`config.mk`:
```
export PLATFORM = sky130hd
export DESIGN_NAME = equilibrium_maxxing_uc
export DESIGN_NICKNAME = d
export VERILOG_FILES = /design/src/rtl/equilibrium_maxxing_uc.sv
export SDC_FILE = /design/constraint.sdc
export NUM_CORES = 1
export LEC_CHECK = 0
export ABC_AREA = 1
export BUFFER_PORTS_ARGS = -buffer_cell sky130_fd_sc_hd__buf_2
export CAP_MARGIN = 10
export CORE_ASPECT_RATIO = 0.5
export CORE_MARGIN = 4
export CORE_UTILIZATION = 55
export DETAILED_ROUTE_END_ITERATION = 8
export PLACE_DENSITY = 0.82
export RECOVER_POWER = 50
export SYNTH_ARGS = -nofsm -noshare
export SYNTH_HDL_FRONTEND = slang
export SYNTH_SLANG_ARGS = --single-unit
```
`constraint.sdc`:
```
create_clock -name clock -period 1.77 [get_ports clock]
set_clock_uncertainty 0.1 [all_clocks]
set_input_delay 0.354 -clock clock [delete_from_list [all_inputs] [get_ports clock]]
set_output_delay 0.354 -clock clock [all_outputs]
set_load 0.05 [all_outputs]
```
`src/rtl/equilibrium_maxxing_uc.sv`:
```
// Session control unit for the pendulum balance game: calibrate, lock level, play ROUNDS rounds.
// Moore FSM, with outputs decoded from the state register and a registered fade tick.
module equilibrium_maxxing_uc #(
  parameter int unsigned ROUNDS      = 10,
  parameter int unsigned CAL_TIMEOUT = 50000000,
  parameter int unsigned FADE_DIV    = 500000
) (
  input  logic       clock,
  input  logic       reset,
  input  logic       iniciar,
  input  logic       end_left,
  input  logic       end_right,
  input  logic       nivel_locked,
  input  logic       prep_done,
  input  logic       ganhou_ponto,
  input  logic       perdeu_ponto,
  output logic       calib,
  output logic       start_game,
  output logic       reset_prep_cnt,
  output logic       gerar_nova_jogada,
  output logic       conta_nivel,
  output logic       reset_nivel,
  output logic       reset_nivel_locked,
  output logic       fade_trigger,
  output logic       trava_servo,
  output logic       pronto,
  output logic       erro_calib,
  output logic [7:0] rodada,
  output logic [3:0] db_estado
);

  typedef enum logic [3:0] {
    StInicial  = 4'd0,
    StCalibra  = 4'd1,
    StSelNivel = 4'd2,
    StZeraPrep = 4'd3,
    StPrepara  = 4'd4,
    StGera     = 4'd5,
    StJogando  = 4'd6,
    StRegistra = 4'd7,
    StFim      = 4'd8,
    StErroCal  = 4'd9
  } state_e;

  localparam logic [31:0] CalLast  = 32'(CAL_TIMEOUT - 1);
  localparam logic [31:0] FadeLast = 32'(FADE_DIV - 1);
  localparam logic [7:0]  RoundsW  = 8'(ROUNDS);

  state_e      state_q, state_d;
  logic        iniciar_q;
  logic        ini_p;
  logic [31:0] cal_cnt_q, cal_cnt_d;
  logic [31:0] fade_cnt_q, fade_cnt_d;
  logic        fade_q, fade_d;
  logic [7:0]  rodada_q, rodada_d;
  logic [7:0]  rodada_inc;

  assign ini_p      = iniciar & ~iniciar_q;
  assign rodada_inc = (rodada_q == 8'hFF) ? rodada_q : rodada_q + 8'd1;

  always_ff @(posedge clock or negedge reset) begin
    if (!reset) begin
      state_q    <= StInicial;
      iniciar_q  <= 1'b0;
      cal_cnt_q  <= '0;
      fade_cnt_q <= '0;
      fade_q     <= 1'b0;
      rodada_q   <= '0;
    end else begin
      state_q    <= state_d;
      iniciar_q  <= iniciar;
      cal_cnt_q  <= cal_cnt_d;
      fade_cnt_q <= fade_cnt_d;
      fade_q     <= fade_d;
      rodada_q   <= rodada_d;
    end
  end

  always_comb begin
    state_d = state_q;
    case (state_q)
      StInicial:  if (ini_p) state_d = StCalibra;
      StCalibra: begin
        // An end-stop on the timeout cycle still counts as a successful calibration.
        if (end_left | end_right)     state_d = StSelNivel;
        else if (cal_cnt_q == CalLast) state_d = StErroCal;
      end
      StSelNivel: if (nivel_locked) state_d = StZeraPrep;
      StZeraPrep: state_d = StPrepara;
      StPrepara:  if (prep_done) state_d = StGera;
      StGera:     state_d = StJogando;
      StJogando:  if (ganhou_ponto | perdeu_ponto) state_d = StRegistra;
      StRegistra: state_d = (rodada_inc == RoundsW) ? StFim : StZeraPrep;
      StFim:      if (ini_p) state_d = StInicial;
      StErroCal:  if (ini_p) state_d = StInicial;
      default:    state_d = StInicial;
    endcase
  end

  always_comb begin
    cal_cnt_d  = (state_q == StCalibra) ? cal_cnt_q + 32'd1 : '0;
    fade_cnt_d = '0;
    fade_d     = 1'b0;
    // Gated on staying in JOGANDO so the registered tick never leaks into REGISTRA.
    if (state_q == StJogando && state_d == StJogando) begin
      if (fade_cnt_q == FadeLast) begin
        fade_d = 1'b1;
      end else begin
        fade_cnt_d = fade_cnt_q + 32'd1;
      end
    end
  end

  always_comb begin
    rodada_d = rodada_q;
    if (state_q == StInicial)       rodada_d = '0;
    else if (state_q == StRegistra) rodada_d = rodada_inc;
  end

  always_comb begin
    calib              = 1'b0;
    start_game         = 1'b0;
    reset_prep_cnt     = 1'b0;
    gerar_nova_jogada  = 1'b0;
    conta_nivel        = 1'b0;
    reset_nivel        = 1'b0;
    reset_nivel_locked = 1'b0;
    trava_servo        = 1'b0;
    pronto             = 1'b0;
    erro_calib         = 1'b0;
    case (state_q)
      StInicial: begin
        reset_nivel        = 1'b1;
        reset_nivel_locked = 1'b1;
        trava_servo        = 1'b1;
      end
      StCalibra:  calib             = 1'b1;
      StSelNivel: start_game        = 1'b1;
      StZeraPrep: reset_prep_cnt    = 1'b1;
      StPrepara:  trava_servo       = 1'b1;
      StGera:     gerar_nova_jogada = 1'b1;
      StRegistra: conta_nivel       = 1'b1;
      StFim: begin
        pronto      = 1'b1;
        trava_servo = 1'b1;
      end
      StErroCal: begin
        erro_calib  = 1'b1;
        trava_servo = 1'b1;
      end
      default: ;
    endcase
  end

  assign fade_trigger = fade_q;
  assign rodada       = rodada_q;
  assign db_estado    = state_q;

endmodule
```
== After elaboration in Yosys (flattened, before gate mapping) ==
Cells that the tools add are included.

* ROM bits: 0
* Latch bits: 0
* Word-level logic and storage cells: 58
* Flip-flop bits (word level): 78
* Memories: 0
* Input bits: 9
* Memory bits (writable): 0

* $add $sub $neg: 3
* Order comparisons: 0
* $mul: 0
* Bitwise logic cells: 4
* Reduce and logical (&&, ||, !) cells: 5
* Equal/unequal tests: 14
* Shifts and indexed selects: 0
* Muxes and demuxes: 26
* Divide/modulo/power cells: 0

{| class="wikitable"
|+ Operators by type and width
! operator !! count
|-
| 32-bit two-way mux || 3
|-
| 32-bit by 1-bit adder with 32-bit output, second input constant || 2
|-
| 4-bit one-hot mux with 9 select lines || 1
|-
| 32-bit by 19-bit == test with 1-bit output, second input constant || 1
|-
| 32-bit by 26-bit == test with 1-bit output, second input constant || 1
|-
| 4-bit two-way mux || 8
|-
| 8-bit two-way mux || 3
|-
| 4-bit by 3-bit == test with 1-bit output, second input constant || 5
|-
| 1-bit two-way mux || 11
|-
| 8-bit by 1-bit adder with 8-bit output, second input constant || 1
|-
| 4-bit by 2-bit == test with 1-bit output, second input constant || 2
|-
| 4-bit == test, second input constant || 2
|-
| 8-bit by 4-bit == test with 1-bit output, second input constant || 1
|-
| 8-bit == test, second input constant || 1
|-
| 4-bit by 1-bit == test with 1-bit output, second input constant || 1
|-
| 4-bit zero test || 1
|-
| 4-bit OR reduction || 1
|-
| 1-bit OR || 2
|-
| 2-bit nonzero test || 1
|-
| 2-bit OR reduction || 1
|-
| 1-bit bitwise AND || 1
|-
| 1-bit logical AND || 1
|-
| 1-bit NOT || 1
|}

== Logic depth before layout (Yosys ltp) ==
Gate-level depths: netlist (run 1).

* Depth after elaboration: 8
* Mapped depth: 13
* Mapped depth without buffers: 12

== Worst setup path before layout (run 1) ==
OpenSTA, ideal clock, no wires.

* Path kind: flip-flop to flip-flop
* Start: reg state_q[1], in the netlist db_estado[1]
* End: reg fade_cnt_q[9]
* Clock period less this slack: 2.861 ns
* Data required time: 1.548 ns
* Cell stages (with the launch flop): 9
* Path slack: -1.091 ns
* Setup time: 0.122 ns
* Arrival time: 2.638 ns
* Cell sequence: dfrtp_1 inv_2 nor3_1 nand2_1 nand3_1 nor3_2 nand3_4 buf_6 nor2_2

* Cells in the longest elaborated chain, start to end: 6
* Elaborated cells between the ends (all ways): 22
* Classes of those cells: eq/ne (10); mux (9); reduce/logical (3)

{| class="wikitable"
|+ Ends and longest elaborated chain
! what !! RTL line !! RTL
|-
| start, declared || 49 || <nowiki>state_e state_q, state_d;</nowiki>
|-
| start signal, assigned || 63 || <nowiki>state_q <= StInicial;</nowiki>
|-
| start signal, assigned || 70 || <nowiki>state_q <= state_d;</nowiki>
|-
| 4-bit == test or 4-bit two-way mux (tied branches) || 81, 86 ||
|-
| 2-bit OR reduction (no line) or 4-bit two-way mux (tied branches) || - ||
|-
| 4-bit one-hot mux with 9 select lines || 81 || <nowiki>case (state_q)</nowiki>
|-
| 4-bit by 3-bit == test with 1-bit output || 105 || <nowiki>if (state_q == StJogando && state_d == StJogando) begin</nowiki>
|-
| 1-bit logical AND (*) || 105 ||
|-
| 32-bit two-way mux (*) || 105 ||
|-
| named net fade_cnt_d[9] || 53 || <nowiki>logic [31:0] fade_cnt_q, fade_cnt_d;</nowiki>
|-
| end signal, assigned || 73 || <nowiki>fade_cnt_q <= fade_cnt_d;</nowiki>
|-
| end, declared || 53 ||
|}

The timed path passes the listed nets; every way through them passes the cells marked *.
A chain may end at the register's enable or synchronous reset.

== Worst setup path in the final report (run 1) ==
* Start: reg rodada_q[0], in the netlist rodada[0]
* End: reg fade_cnt_q[23]

* Cells in the longest elaborated chain, start to end: 8
* Elaborated cells between the ends (all ways): 9
* Classes of those cells: add/sub (1); eq/ne (3); mux (4); reduce/logical (1)

{| class="wikitable"
|+ Ends and longest elaborated chain
! what !! RTL line !! RTL
|-
| start, declared || 55 || <nowiki>logic [7:0] rodada_q, rodada_d;</nowiki>
|-
| start signal, assigned || 75 || <nowiki>rodada_q <= rodada_d;</nowiki>
|-
| 8-bit by 1-bit adder with 8-bit output or 8-bit == test (tied branches) || 59 || <nowiki>assign rodada_inc = (rodada_q == 8'hFF) ? rodada_q : rodada_q + 8'd1;</nowiki>
|-
| 8-bit two-way mux (*) || 59 ||
|-
| 8-bit by 4-bit == test with 1-bit output (*) || 93 || <nowiki>StRegistra: state_d = (rodada_inc == RoundsW) ? StFim : StZeraPrep;</nowiki>
|-
| 4-bit two-way mux (*) || 93 ||
|-
| 4-bit one-hot mux with 9 select lines (*) || 81 ||
|-
| 4-bit by 3-bit == test with 1-bit output (*) || 105 ||
|-
| 1-bit logical AND (*) || 105 ||
|-
| 32-bit two-way mux (*) || 105 ||
|-
| named net fade_cnt_d[23] || 53 ||
|}

Marks and branches as above.

==> results of run 1 <==
==> registers in the layout, summed over array words and instances, names as in the netlist <==
name          cells
cal_cnt_q        32
fade_cnt_q       32
rodada            8
db_estado         4
fade_trigger      1
iniciar_q         1
==> layer usage <==
| metal | up-vias | share of wire | wire (um) |
|---|---|---|---|
| met5 | - | 0 | 0 |
| met4 | 0 | 0.067 | 1090 |
| met3 | 122 | 0.081 | 1330 |
| met2 | 366 | 0.49 | 7990 |
| met1 | 2459 | 0.37 | 6020 |
| li1 | 2393 | - | - |
==> cell families (layout without fill, tap and decap cells) <==
family | Yosys count | after routing | synth area share
simple gates | 424 | 424 | 0.406
buf+inv | 90 | 216 | 0.0769
flops | 78 | 78 | 0.407
compound gates | 46 | 46 | 0.0514
xor+xnor | 28 | 28 | 0.0511
fa+ha+maj | 3 | 3 | 0.00783
==> worst min-delay path by stage <==
stage                         to  slack [ps]  cells past startpoint
floorplan           cal_cnt_q[0]         -40                      0
finish                 iniciar_q          80                      1
detailed placement  cal_cnt_q[6]         200                      1
global placement    cal_cnt_q[6]         190                      1
CTS                    iniciar_q          30                      1
global route           iniciar_q          60                      1
==> layout by cell type (no fill, tap or decap), drive strengths merged <==
cell type,instances
o21ai,26
o22ai,1
xor2,23
ha,3
nor4,9
xnor2,5
nand2,175
o21a,3
bufinv,2
nor3,45
clkbuf,17
clkinv,4
nor3b,2
a21oi,14
nor2,131
o211ai,1
nand3,42
dlygate4sd3,1
a31oi,1
nand4,15
and2,1
inv,81
or2,4
buf,111
dfrtp,78
==> cell type report <==
type	count	area, um^2	area share
Multi-Input combinational cell	501	2790	0.427
Sequential cell	78	1970	0.301
Timing Repair Buffer	117	990	0.152
Inverter	83	327	0.0500
Clock buffer	12	246	0.0377
Tap cell	112	140	0.0215
Clock inverter	4	70.1	0.0107
==> per-stage QoR <==
step | TNS, ps | power, mW | util
detailed placement | -3740 | 3.93 | 0.677
global route | -16640 | 7.20 | 0.794
CTS | -3600 | 6.38 | 0.751
global placement | -2190 | 3.89 | 0.677
floorplan | -7990 | 3.34 | -
finish | -11720 | 7.02 | 0.794
==> power breakdown <==
part | switching, mW | leakage [nW] | internal, mW
Clock | 0.756 | 0.157 | 1.27
Combinational | 1.84 | 1.50 | 1.16
Sequential | 0.120 | 1.06 | 1.87
==> worst max-delay path, cell delays in order (launching register included) <==
cell,delay [ps]
dfrtp_2,400
ha_4,180
nand2_4,60
nor2_4,160
nand3_1,150
nand2_1,130
nand2_1,70
nor2_2,110
nand3_2,90
nand2_2,100
nand3_4,160
clkbuf_16,240
nor2_2,110
==> synth_stat cells (2+ instances only) <==
cell type / n
xnor2_1: 5
nand2_2: 4
nor3_2: 2
or2_2: 4
dfrtp_1: 78
nor2_4: 3
nand2_1: 170
nand3_1: 39
nor4_1: 9
nor3b_1: 2
nor2_2: 33
nor3_1: 42
nand4_1: 15
o21a_1: 3
buf_4: 2
buf_6: 3
o21ai_0: 25
nand3_2: 2
inv_2: 4
ha_1: 3
inv_1: 79
xor2_1: 23
nor2_1: 95
a21oi_1: 14
==> timing repair <==
item | in CTS | in global routing
pin swaps | 6 | 15
setup endpoints to repair | 45 | 63
gates cloned | 0 | 2
endpoints found under the hold margin | 23 | 0
resized for setup | 47 | 65
setup buffers | 14 | 12
hold buffers | 1 | 0
==> flow_summary.ini, run 1 <==
[timing]
setup_viol = 48
fin_crit_sh = 1.20
slew_viol_final = 0
slew_headroom = 0.525
layout_setup_ws_ps = -355
hold_ws_ps = 78.3
hold_violations = 0
min_period_ps = 2120
fmax_ghz = 0.471
rsz0062_at_grt = true
worst_slew_pin_slew_ps = 712

[placement]
place_area_um2 = 5570
gp_congestion = 0.970
place.port_buffers = 31
dp.cells = 863
hpwl_um = 9340
place_ws_ps = -138

[status]
status = finished with violations
violations = negative setup slack

[logic_synthesis]
synthArstFlopShare = 1.00
ys_seq_area_frac = 0.407
ys_ff_latch = 78
synth_edf_count = 0
yosysTopAreaCellShare = 0.407
yosysTopAreaCell = dfrtp_1
netlist_top_cells_area = dfrtp_1 (41%), nand2_1 (13%), nor2_1 (7.4%)
synth_area_per_cell_um2 = 7.17
syn_area_um2 = 4800
synth_cells = 669
synth_top_flop_cell = dfrtp_1
ys_warn_count = 0
yosysUniqueCellTypes = 34
syn_nets = 681

[cts]
clock_path_buffers = 2
clk_pin_slew_ps = 60
cts_made_buffers = 9
tritoncts = yes
htree_levels = 3
clock_latency_ps = 350
clkSinkCount = 78
cts-root-buf = clkbuf_16

[global_routing]
grt_max_degree = 32
grt_pass1_vias = 4884
gr-total-overflow = 0
met3_usage = 0.0655
antenna_found_initial = 0
grt_usage = 0.281
grt_pass1_wl_um = 22800
grt-busiest-layer = met2
grt_use_met1 = 0.310
grt_util_met2 = 0.507

[setup_path]
endpoint_kind = register
cp.arrival_ps = 2300
worst_setup_path_start_kind = register
reg2reg_depth = 12
timing.rr.start = rodada[0]
cp-endpoint = fade_cnt_q[23]
r2r-end = fade_cnt_q[23]
r2r_slack_ps = -350
critical_path.max_fanout = 9
critPathKind = reg2reg
critPathRequiredTime_ps = 1950
crit_start = rodada[0]

[route]
viasPerCell = 5.89
drc = 0
firstDrtPassIters = 5
dr.first_iter.drc_count = 576
post_drt_wl_per_cell_um = 18.1
vias = 5340
wirelength_um = 16400
ant_nets = 0

[job]
cap_violations = 0

[cells_and_area]
nNetsFinal = 802
final_cells = 907
n_fill_cell = 519
final_cell_area_um2 = 6530
area_growth_pct = 36.2
diodes = 0
drive_above_1_share = 0.303

[power]
ir_drop_mv = 0.661
power_leakage_nw = 2.72
power_density_nw_per_um2 = 1080

[floorplan]
io_pins = 32
die_y_um = 74.0
dieArea_um2 = 10400
num_rows = 23
die_w_um = 140
core_um2 = 8230
initial_core_util = 0.583

[worst_hold_path]
hp-start = iniciar
hp-class = in2reg
(Power assumes the default switching activity.)
==> run 2: changes to the inputs <==
- CORE_ASPECT_RATIO: 0.5 -> unset
==> run 2 against run 1 <==
Compared with the run above: the flow still finishes with violations (negative setup slack); flip-flop and latch count did not move; combinational power about the same; global-route usage up 0.20 points; register-to-register slack is essentially flat; first-iteration DRC count shrank 28%; via count shrank 1.1%; worst hold slack got worse by 41 ps; final area is 2.1% higher; non-clock buffer count increased by 11; power down 10%.
==> flow_summary.ini, run 2 (synthesis gave the netlist of run 1 again) <==
[status]
status = finished with violations
violations = negative setup slack

[timing]
hold_ws_ps = 37.3
layout_setup_ws_ps = -345
min_period_ps = 2120
slew_headroom = 0.344
setup_viol = 47
rsz0062_at_grt = true
hold_violations = 0
worst_slew_pin_slew_ps = 983
fin_crit_sh = 1.20
fmax_ghz = 0.473
slew_viol_final = 0

[cts]
clkSinkCount = 78
clock_path_buffers = 2
cts-root-buf = clkbuf_8
tritoncts = yes
htree_levels = 3
cts_made_buffers = 9
clock_latency_ps = 360
clk_pin_slew_ps = 90

[setup_path]
critical_path.max_fanout = 7
critPathRequiredTime_ps = 1960
r2r_slack_ps = -350
critPathKind = reg2reg
crit_buf_inv = 2
r2r-end = fade_cnt_q[5]
cpPeakStageDelay_ps = 440
endpoint_kind = register
crit_start = rodada[0]
crit_chain = ha_4 > nand2_4 > nor2_4 > nand2_4 > nand2_2 > nand2_2 > nand2_2 > nor2_2 > nand3_2 > nand2_4 > nand3_4 > buf_6 > clkbuf_16 > nor2_4
worst_setup_path_start_kind = register
crit_family = simple AND/OR/NAND/NOR gates
cp.arrival_ps = 2300
cp_slowest_cell = dfrtp_2
reg2reg_depth = 14
timing.rr.start = rodada[0]

[floorplan]
die_y_um = 101
io_pins = 32
dieArea_um2 = 10300
die_w_um = 101
num_rows = 33
core_um2 = 8340
initial_core_util = 0.575

[worst_hold_path]
hp-class = in2reg
holdPathEnd = iniciar_q
holdPathStages = 1
hp-start = iniciar

[route]
dr.first_iter.drc_count = 414
post_drt_wl_per_cell_um = 17.0
vias = 5279
firstDrtPassIters = 5
drc = 0
ant_nets = 0
viasPerCell = 5.79
wirelength_um = 15500

[global_routing]
gr-total-overflow = 0
antenna_found_initial = 0
grt_max_degree = 79
grt_pass1_vias = 4943
grt_usage = 0.283
grt_pass1_wl_um = 23000

[cells_and_area]
drive_above_1_share = 0.329
area_growth_pct = 39.0
n_fill_cell = 524
diodes = 0
final_cell_mix = nand2_1 (155), nor2_1 (77), inv_1 (73)
layout_commonest_cell = nand2_1
nNetsFinal = 813
final_cells = 911

[power]
ir_drop_mv = 0.476
power.total_mw = 6.29
power_leakage_nw = 2.77
power_density_nw_per_um2 = 944

[placement]
dp.cells = 868
place.port_buffers = 31
hpwl_um = 9590
gp_congestion = 0.955

[job]
cap_violations = 0
-- run 2: cell count changes in the layout (fill, tap and decap cells not counted), moves of 3 or more --
| cell | change |
|---|---|
| nand2_2 | +3 |
| buf_4 | +5 |
| clkbuf_16 | -10 |
| inv_2 | +3 |
| buf_6 | +7 |
| inv_1 | -4 |
| nand2_1 | -5 |
| nor2_4 | +18 |
| nor2_2 | -17 |
| nand2_4 | +3 |
| clkbuf_8 | +10 |
-- run 2: what timing repair did --
action,4_1_cts,5_1_grt
cloned,2,1
pin swaps,9,28
hold endpoints to repair,78,0
endpoints found under the setup margin,51,65
gates resized for setup,69,86
hold buffers,1,0
buffers inserted,13,12
-- run 2: worst max path at each step --
stage | end | slack, ps | cells past startpoint
floorplan | fade_cnt_q[9] | -240 | 9
global placement | fade_cnt_q[31] | -160 | 12
detailed placement | fade_cnt_q[31] | -240 | 12
CTS | fade_cnt_q[0] | -250 | 13
global route | fade_cnt_q[15] | -420 | 13
finish | fade_cnt_q[5] | -350 | 14
-- run 2: report_power, final --
group / total, mW / internal (mW) / switching (mW)
Sequential: 1.98 / 1.87 / 0.105
Clock: 1.32 / 0.596 / 0.719
Combinational: 3.00 / 1.20 / 1.80
Total: 6.29 / 3.67 / 2.62
-- run 2: metal layers --
metal	GRT usage	vias to the layer above	routed length, um
met5	0	-	0
met4	0.138	0	718
met3	0.0523	77	1100
met2	0.455	301	7640
met1	0.367	2493	6070
li1	-	2408	-
-- run 2: area by class of cell --
cell class | count | area (um^2) | share of cell area
flip-flops and latches | 78 | 1960 | 0.295
well taps | 105 | 131 | 0.0197
clock inverters | 5 | 41.3 | 0.00619
clock buffers | 11 | 151 | 0.0227
inverters | 83 | 329 | 0.0494
repair buffers | 128 | 1120 | 0.168
multi-input cells | 501 | 2930 | 0.440
-- run 2: metrics by stage --
stage | cell area (um^2) | utilization | setup TNS, ps | setup WS, ps
2_1_floorplan | 4880 | - | -7990 | -237
3_3_place_gp | 5660 | 0.678 | -4100 | -157
3_5_place_dp | 5660 | 0.678 | -6540 | -236
4_1_cts | 6280 | 0.753 | -8430 | -255
5_1_grt | 6670 | 0.799 | -15420 | -417
6_report | 6670 | 0.799 | -11510 | -345
